===== config.mk =====
export PLATFORM = sky130hd
export DESIGN_NAME = uart_rx_flat
export DESIGN_NICKNAME = d
export VERILOG_FILES = /design/src/rtl/uart_rx_if.sv /design/src/rtl/uart_rx.sv /design/src/flat_wrapper.sv
export SDC_FILE = /design/constraint.sdc
export NUM_CORES = 1
export LEC_CHECK = 0
export CAP_MARGIN = 0
export CORE_UTILIZATION = 54
export CTS_BUF_LIST = sky130_fd_sc_hd__clkbuf_8
export DETAILED_ROUTE_END_ITERATION = 12
export PLACE_DENSITY = 0.79
export SYNTH_ARGS = -nofsm -noshare
export SYNTH_HDL_FRONTEND = slang
export SYNTH_SLANG_ARGS = --single-unit

===== constraint.sdc =====
create_clock -name clk -period 2 [get_ports clk]
set_clock_uncertainty 0.1 [all_clocks]
set_input_delay 0.3 -clock clk [delete_from_list [all_inputs] [get_ports clk]]
set_output_delay 0.3 -clock clk [all_outputs]
set_load 0.05 [all_outputs]

===== src/rtl/uart_rx_if.sv =====
// uart_rx_if: serial input and received-byte outputs of uart_rx.
// master is the receiver side, slave is the consuming logic.
interface uart_rx_if;
   logic       rx;
   logic [7:0] data;
   logic       valid;
   logic       frame_err;
   logic       busy;

   modport master (
      input  rx,
      output data, valid, frame_err, busy
   );

   modport slave (
      output rx,
      input  data, valid, frame_err, busy
   );
endinterface


===== src/rtl/uart_rx.sv =====
// uart_rx: 8N1 receiver with mid-bit sampling.
// Emits one-cycle valid per good byte, frame_err on a bad stop bit.
module uart_rx #(
   parameter int BAUD_RATE  = 115200,
   parameter int CLOCK_FREQ = 50000000
) (
   input logic       clk,
   input logic       rst,
   uart_rx_if.master bus
);
   localparam int TICKS_PER_BIT = CLOCK_FREQ / BAUD_RATE;
   localparam int HALF_BIT      = TICKS_PER_BIT / 2;
   localparam logic [15:0] TICK_BIT  = 16'(TICKS_PER_BIT - 1);
   localparam logic [15:0] TICK_HALF = 16'(HALF_BIT - 1);

   typedef enum logic [2:0] {
      IDLE, START, DATA, STOP, BREAK_WAIT
   } state_t;

   state_t      state, state_d;
   logic        rx_meta, rx_s;
   logic [15:0] tick, tick_d;
   logic [2:0]  bit_idx, bit_d;
   logic [7:0]  shreg, shreg_d;
   logic [7:0]  data_q, data_d;
   logic        valid_q, valid_d;
   logic        ferr_q, ferr_d;

   // two-flop synchroniser; idle-high line so both reset to 1
   always_ff @(posedge clk) begin
      if (rst) begin
         rx_meta <= 1'b1;
         rx_s    <= 1'b1;
      end else begin
         rx_meta <= bus.rx;
         rx_s    <= rx_meta;
      end
   end

   // state, counters and output registers
   always_ff @(posedge clk) begin
      if (rst) begin
         state   <= IDLE;
         tick    <= '0;
         bit_idx <= '0;
         shreg   <= '0;
         data_q  <= '0;
         valid_q <= 1'b0;
         ferr_q  <= 1'b0;
      end else begin
         state   <= state_d;
         tick    <= tick_d;
         bit_idx <= bit_d;
         shreg   <= shreg_d;
         data_q  <= data_d;
         valid_q <= valid_d;
         ferr_q  <= ferr_d;
      end
   end

   // next-state: start qualify, mid-bit sampling, stop check
   always_comb begin
      state_d = state;
      tick_d  = tick;
      bit_d   = bit_idx;
      shreg_d = shreg;
      data_d  = data_q;
      valid_d = 1'b0;
      ferr_d  = 1'b0;
      unique case (state)
         IDLE: begin
            if (!rx_s) begin
               state_d = START;
               tick_d  = '0;
            end
         end
         START: begin
            if (tick == TICK_HALF) begin
               tick_d  = '0;
               bit_d   = '0;
               state_d = rx_s ? IDLE : DATA;
            end else begin
               tick_d = tick + 16'd1;
            end
         end
         DATA: begin
            if (tick == TICK_BIT) begin
               tick_d  = '0;
               shreg_d = {rx_s, shreg[7:1]};
               if (bit_idx == 3'd7) begin
                  state_d = STOP;
               end else begin
                  bit_d = bit_idx + 3'd1;
               end
            end else begin
               tick_d = tick + 16'd1;
            end
         end
         STOP: begin
            if (tick == TICK_BIT) begin
               tick_d = '0;
               if (rx_s) begin
                  valid_d = 1'b1;
                  data_d  = shreg;
                  state_d = IDLE;
               end else begin
                  ferr_d  = 1'b1;
                  state_d = BREAK_WAIT;
               end
            end else begin
               tick_d = tick + 16'd1;
            end
         end
         BREAK_WAIT: begin
            if (rx_s) state_d = IDLE;
         end
         default: state_d = IDLE;
      endcase
   end

   assign bus.data      = data_q;
   assign bus.valid     = valid_q;
   assign bus.frame_err = ferr_q;
   assign bus.busy      = (state != IDLE);
endmodule


===== src/flat_wrapper.sv =====
// flat-port wrapper written by rule: the top's interface ports become plain ports
module uart_rx_flat 
#(
   parameter int BAUD_RATE  = 115200,
   parameter int CLOCK_FREQ = 50000000
)
  (clk, rst, bus_rx, bus_data, bus_valid, bus_frame_err, bus_busy);
  uart_rx_if bus_i ();
  input logic clk;
  input logic rst;
  input wire logic [$bits(bus_i.rx)-1:0] bus_rx;
  output wire logic [$bits(bus_i.data)-1:0] bus_data;
  output wire logic [$bits(bus_i.valid)-1:0] bus_valid;
  output wire logic [$bits(bus_i.frame_err)-1:0] bus_frame_err;
  output wire logic [$bits(bus_i.busy)-1:0] bus_busy;
  assign bus_i.rx = bus_rx;
  assign bus_data = bus_i.data;
  assign bus_valid = bus_i.valid;
  assign bus_frame_err = bus_i.frame_err;
  assign bus_busy = bus_i.busy;
  uart_rx #(.BAUD_RATE(BAUD_RATE), .CLOCK_FREQ(CLOCK_FREQ)) u_core (.clk(clk), .rst(rst), .bus(bus_i));
endmodule

Yosys cells after proc, flatten, opt, wreduce, memory -nomap -nowiden --
Index checks and enable logic that the tools add are counted.
Word-level totals: register bits after elaboration 42, input port bits 3, output and inout port bits 11, logic and storage cells 57
Operators by class: add/subtract/negate cells 2, eq/ne operators 14, mux-type cells 19, bitwise logic cells 2, reduce and logical (&&, ||, !) cells 11
Operators by type and width (number):
- $mux 16 | 3
- $pmux 16 s3 | 1
- $mux 3 | 10
- $add 16x1->16 const B | 1
- $eq 16x8->1 const B | 1
- $eq 16x9->1 const B | 1
- $pmux 3 s5 | 1
- $ne 2x1->1 const B | 5
- $eq 3x2->1 const B | 2
- $eq 3x3->1 const B | 2
- $pmux 3 s2 | 1
- $reduce_and 6->1 | 1
- $reduce_bool 3->1 | 2
- $ne 2x2->1 const B | 2
- $reduce_and 2->1 | 2
- $reduce_and 4->1 | 1
- $add 3x1->3 const B | 1
- $eq 3x1->1 const B | 1
- $logic_not 3->1 | 1
- $reduce_and 3->1 | 1
- $reduce_or 3->1 | 1
- $mux 1 | 2
- $mux 2 | 1
- $not 1->1 | 2
- 2 further kinds | 2

Longest topological paths before layout --
depth in word-level cells 4, gate-level depth with buffers 8

Least setup slack after synthesis --
No wires, ideal clock.
path kind register -> register, from register u_core.tick[0], to register u_core.bit_idx[0], arrival time 1.970 ns, data required time 1.833 ns, setup slack -0.137 ns, stages on the path, launching flop included 8, path buffers 1, cell sequence dfxtp_1 -> ha_1 -> nor3b_1 -> nand4_2 -> or3_1 -> buf_6 -> or4_4 -> o21ai_2
Between the ends: cells in the longest elaborated chain, start to end 3, elaborated cells between the ends (all ways) 5
RTL lines:
- start, declared | RTL line uart_rx.sv:22 | logic [15:0] tick, tick_d;
- start signal, assigned | RTL line uart_rx.sv:52 | tick <= tick_d;
- $eq 16x9->1 or $eq 16x8->1 (tied branches) | RTL line uart_rx.sv:87, uart_rx.sv:78
- $ne 2x1->1 (no line)
- $reduce_and 4->1 (no line) *
- end signal, assigned | RTL line uart_rx.sv:53 | bit_idx <= bit_d;
- end, declared | RTL line uart_rx.sv:23 | logic [2:0] bit_idx, bit_d;
Mark *: on every way between the ends. The rest lies on a longest branch, timed or not. A chain may end at the register's enable or synchronous reset.

Final worst setup path --
from register u_core.tick[0], to register u_core.data_q[6] (netlist: u_core.bus.data[6])
Between the ends: cells in the longest elaborated chain, start to end 2
RTL lines:
- $eq 16x9->1 | RTL line uart_rx.sv:100 | if (tick == TICK_BIT) begin
- $reduce_and 3->1 (no line)
- end signal, assigned | RTL line uart_rx.sv:55 | data_q <= data_d;
- end, declared | RTL line uart_rx.sv:25 | logic [7:0] data_q, data_d;
Every way passes these cells.

==> out/qor.yml <==
floorplan:
  die_x_um: 61.9
  coreArea_mm2: 0.00339
  initial_core_util_pct: 57.1
  die_h_um: 61.9
  rows: 21
  num_io_pins: 14
  die_area_mm2: 0.00383
layout:
  fin_nets: 244
  area_growth_pct: 22.9
  antenna_cells: 0
  final_area_mm2: 0.00238
  final_common_cell: "dfxtp_1"
  drive_gt1_share_pct: 20.7
  final_cell_mix: "38 x dfxtp_1, 36 x nor2_1, 18 x mux2i_1"
setup_path:
  worst-r2r-cell-count: 8
  critPathMaxStageDelay_ns: 0.39
  path_max_fanout: 8
  crit_path_top_delay_cell: "dfxtp_4"
  critPathLaunchType: "flop"
  path_class: "flop to flop"
  crit_path_end_kind: "flop"
  crit_required_ns: 2.08
  arrival_ns: 2.09
  crit_chain: "ha_1 -> nor3b_4 -> nand4_2 -> buf_6 -> nor3_4 -> buf_12 -> mux2i_1 -> nor2_1"
logic_synthesis:
  synth_edf_count: 0
  synth_fp_nets: 215
  synth_area_mm2: 0.00194
  synthArstFlopShare_pct: 0
  netlist_instances: 207
  yosysSeqAreaShare_pct: 43.4
  yosys_most_used_dff: "dfxtp_1"
  ys_ff_latch: 42
  avgSynthCellArea_um2: 9.36
  ys_warn_count: 0
  yosys.cell_types.count: 44
drt:
  routed_wirelength_mm: 4.06
  ant_nets: 0
  route.detailed.drc: 0
  via_per_inst: 5.69
  wl_per_cell_um: 14.3
  drt-initial-drc-count: 157
  drt_pre_antenna_iters: 5
  vias: 1611
sta:
  finalWorstSetupSlack_ns: -0.0139
  relSlewSlack_pct: 66.5
  fmax_mhz: 497
  finalSetupViolCount: 1
  post-route-period-util_pct: 101
  rsz0062_at_grt: "yes"
  tns_ns: -0.0139
  drv_slew: 0
  worst_pin_slew_ns: 0.501
  finalHoldViolations: 0
  period_minus_slack_ns: 2.01
place:
  gp_congestion: 0.821
  place_hpwl_mm: 2.77
  place_area_mm2: 0.00221
  port_buffers: 13
cts:
  htree_levels: 2
  clock_sinks: 42
  root_buffer: "clkbuf_8"
  clk_pin_slew_ns: 0.08
  ctsHoldBuffers: 0
  clockBufferDepth: 2
  cts_tree: "yes"
  clock_latency_ns: 0.30
  cts-buffers-inserted: 5
global_route:
  grt-ovfl-total: 0
  track_usage_pct: 22.5
  grt_pass1_vias: 1506
  grt_pass1_wl_mm: 6.31
  antenna_found_initial: 0
  grt_max_degree: 36
status:
  status: "finished, violations left"
  violations: "negative setup slack"
run:
  drv_cap: 0
hold_path:
  holdPathStages: 1
  hold_path.class: "flop to flop"
power_and_ir_drop:
  p_leak_nw: 0.988
  ir_drop_uv: 790
  powerDensity_mw_per_mm2: 649
==> worst max-delay path: cells and delay by family (launching register included) <==
kind,cells,cell delay [ns]
simple gates,4,0.66
flops,1,0.39
buf+inv,2,0.33
mux,1,0.23
fa+ha+maj,1,0.18
==> routing by layer <==
layer / global-route usage (%) / share of wire [%] / wire, um / vias to the layer above
met3: 7.25 / 4.2 / 170 / 10
met4: 7.94 / 1.6 / 65 / 0
li1: - / - / - / 795
met1: 26.1 / 42 / 1720 / 756
met2: 39.0 / 52 / 2100 / 50
met5: 0 / 0 / 0 / -
==> path summary, 6_finish.rpt <==
path                          startpoint                               to  slack (ns)
max          u_core.tick[0]$_SDFFE_PP0P_  u_core.bus.data[6]$_SDFFE_PP0P_       -0.01
min            u_core.rx_meta$_SDFF_PP1_           u_core.rx_s$_SDFF_PP1_        0.32
min reg2reg    u_core.rx_meta$_SDFF_PP1_           u_core.rx_s$_SDFF_PP1_        0.32
max reg2reg  u_core.tick[0]$_SDFFE_PP0P_  u_core.bus.data[6]$_SDFFE_PP0P_       -0.01
==> where the power goes <==
part | total [W] | switching, W | leakage [nW] | internal, W
registers | 0.000839 | 0.00000274 | 0.341 | 0.000837
clock network | 0.000650 | 0.000283 | 0.0579 | 0.000367
logic | 0.0000555 | 0.0000336 | 0.589 | 0.0000219
==> cell families (layout without fill, tap and decap cells) <==
group	Yosys count	count (layout)	share of synthesized area, %
and+or+nand+nor	97	97	28.2
DFF	42	42	43.4
AOI/OAI and AO/OA	18	18	7.04
muxes	18	18	9.30
buffers and inverters	15	45	3.36
xor gates and xnor gates	12	12	5.43
adders and majority gates	5	5	3.23
==> state kept, by name, indices dropped and copies added (netlist names) <==
register / cells
u_core.bit_idx: 3
u_core.shreg: 8
u_core.rx_meta: 1
u_core.bus.data: 8
u_core.tick: 16
u_core.state: 3
u_core.bus.frame_err: 1
u_core.rx_s: 1
u_core.bus.valid: 1
==> timing repair <==
item,CTS,global route
setup endpoints to repair,0,36
endpoints found under the hold margin,0,0
setup buffers,0,3
resized for setup,0,12
==> through the flow <==
step	hold WS, ns	std cells	total power, W	util (%)	worst slack, ns
after floorplan	0.289	207	0.000893	-	-0.0107
after global placement	0.291	272	0.000911	65.3	0.113
after detailed placement	0.298	272	0.000913	65.3	0.0591
after CTS	0.317	280	0.00155	68.5	0.0374
after global routing	0.328	283	0.00163	70.2	-0.105
final	0.320	283	0.00154	70.2	-0.0139
==> Yosys cell counts, types with 2 or more instances <==
library cell,count,area share [%]
a21oi_1,2,0.52
a22oi_1,3,1.2
a31oi_1,3,0.97
and3_1,2,0.65
and4_1,2,0.90
clkbuf_1,8,1.6
dfxtp_1,42,43
ha_1,5,3.2
inv_1,5,0.97
mux2i_1,18,9.3
nand2_1,13,2.5
nand2b_1,4,1.3
nand3_1,6,1.6
nand3b_1,2,0.77
nand4_1,8,2.6
nand4b_1,2,0.90
nor2_1,36,7.0
nor3_1,3,0.77
nor3b_1,2,0.77
nor4_1,3,0.97
nor4_4,2,2.2
or2_2,4,1.3
xor2_1,11,5.0
==> final cells by class <==
class / instances / area (um^2)
Multi-Input combinational cell: 150 / 1050
Fill cell: 245 / 1010
Sequential cell: 42 / 851
Timing Repair Buffer: 32 / 290
Clock buffer: 5 / 68.8
Tap cell: 46 / 57.6
Clock inverter: 3 / 40.0
Inverter: 5 / 18.8
Power figures use the tool's default switching activity.
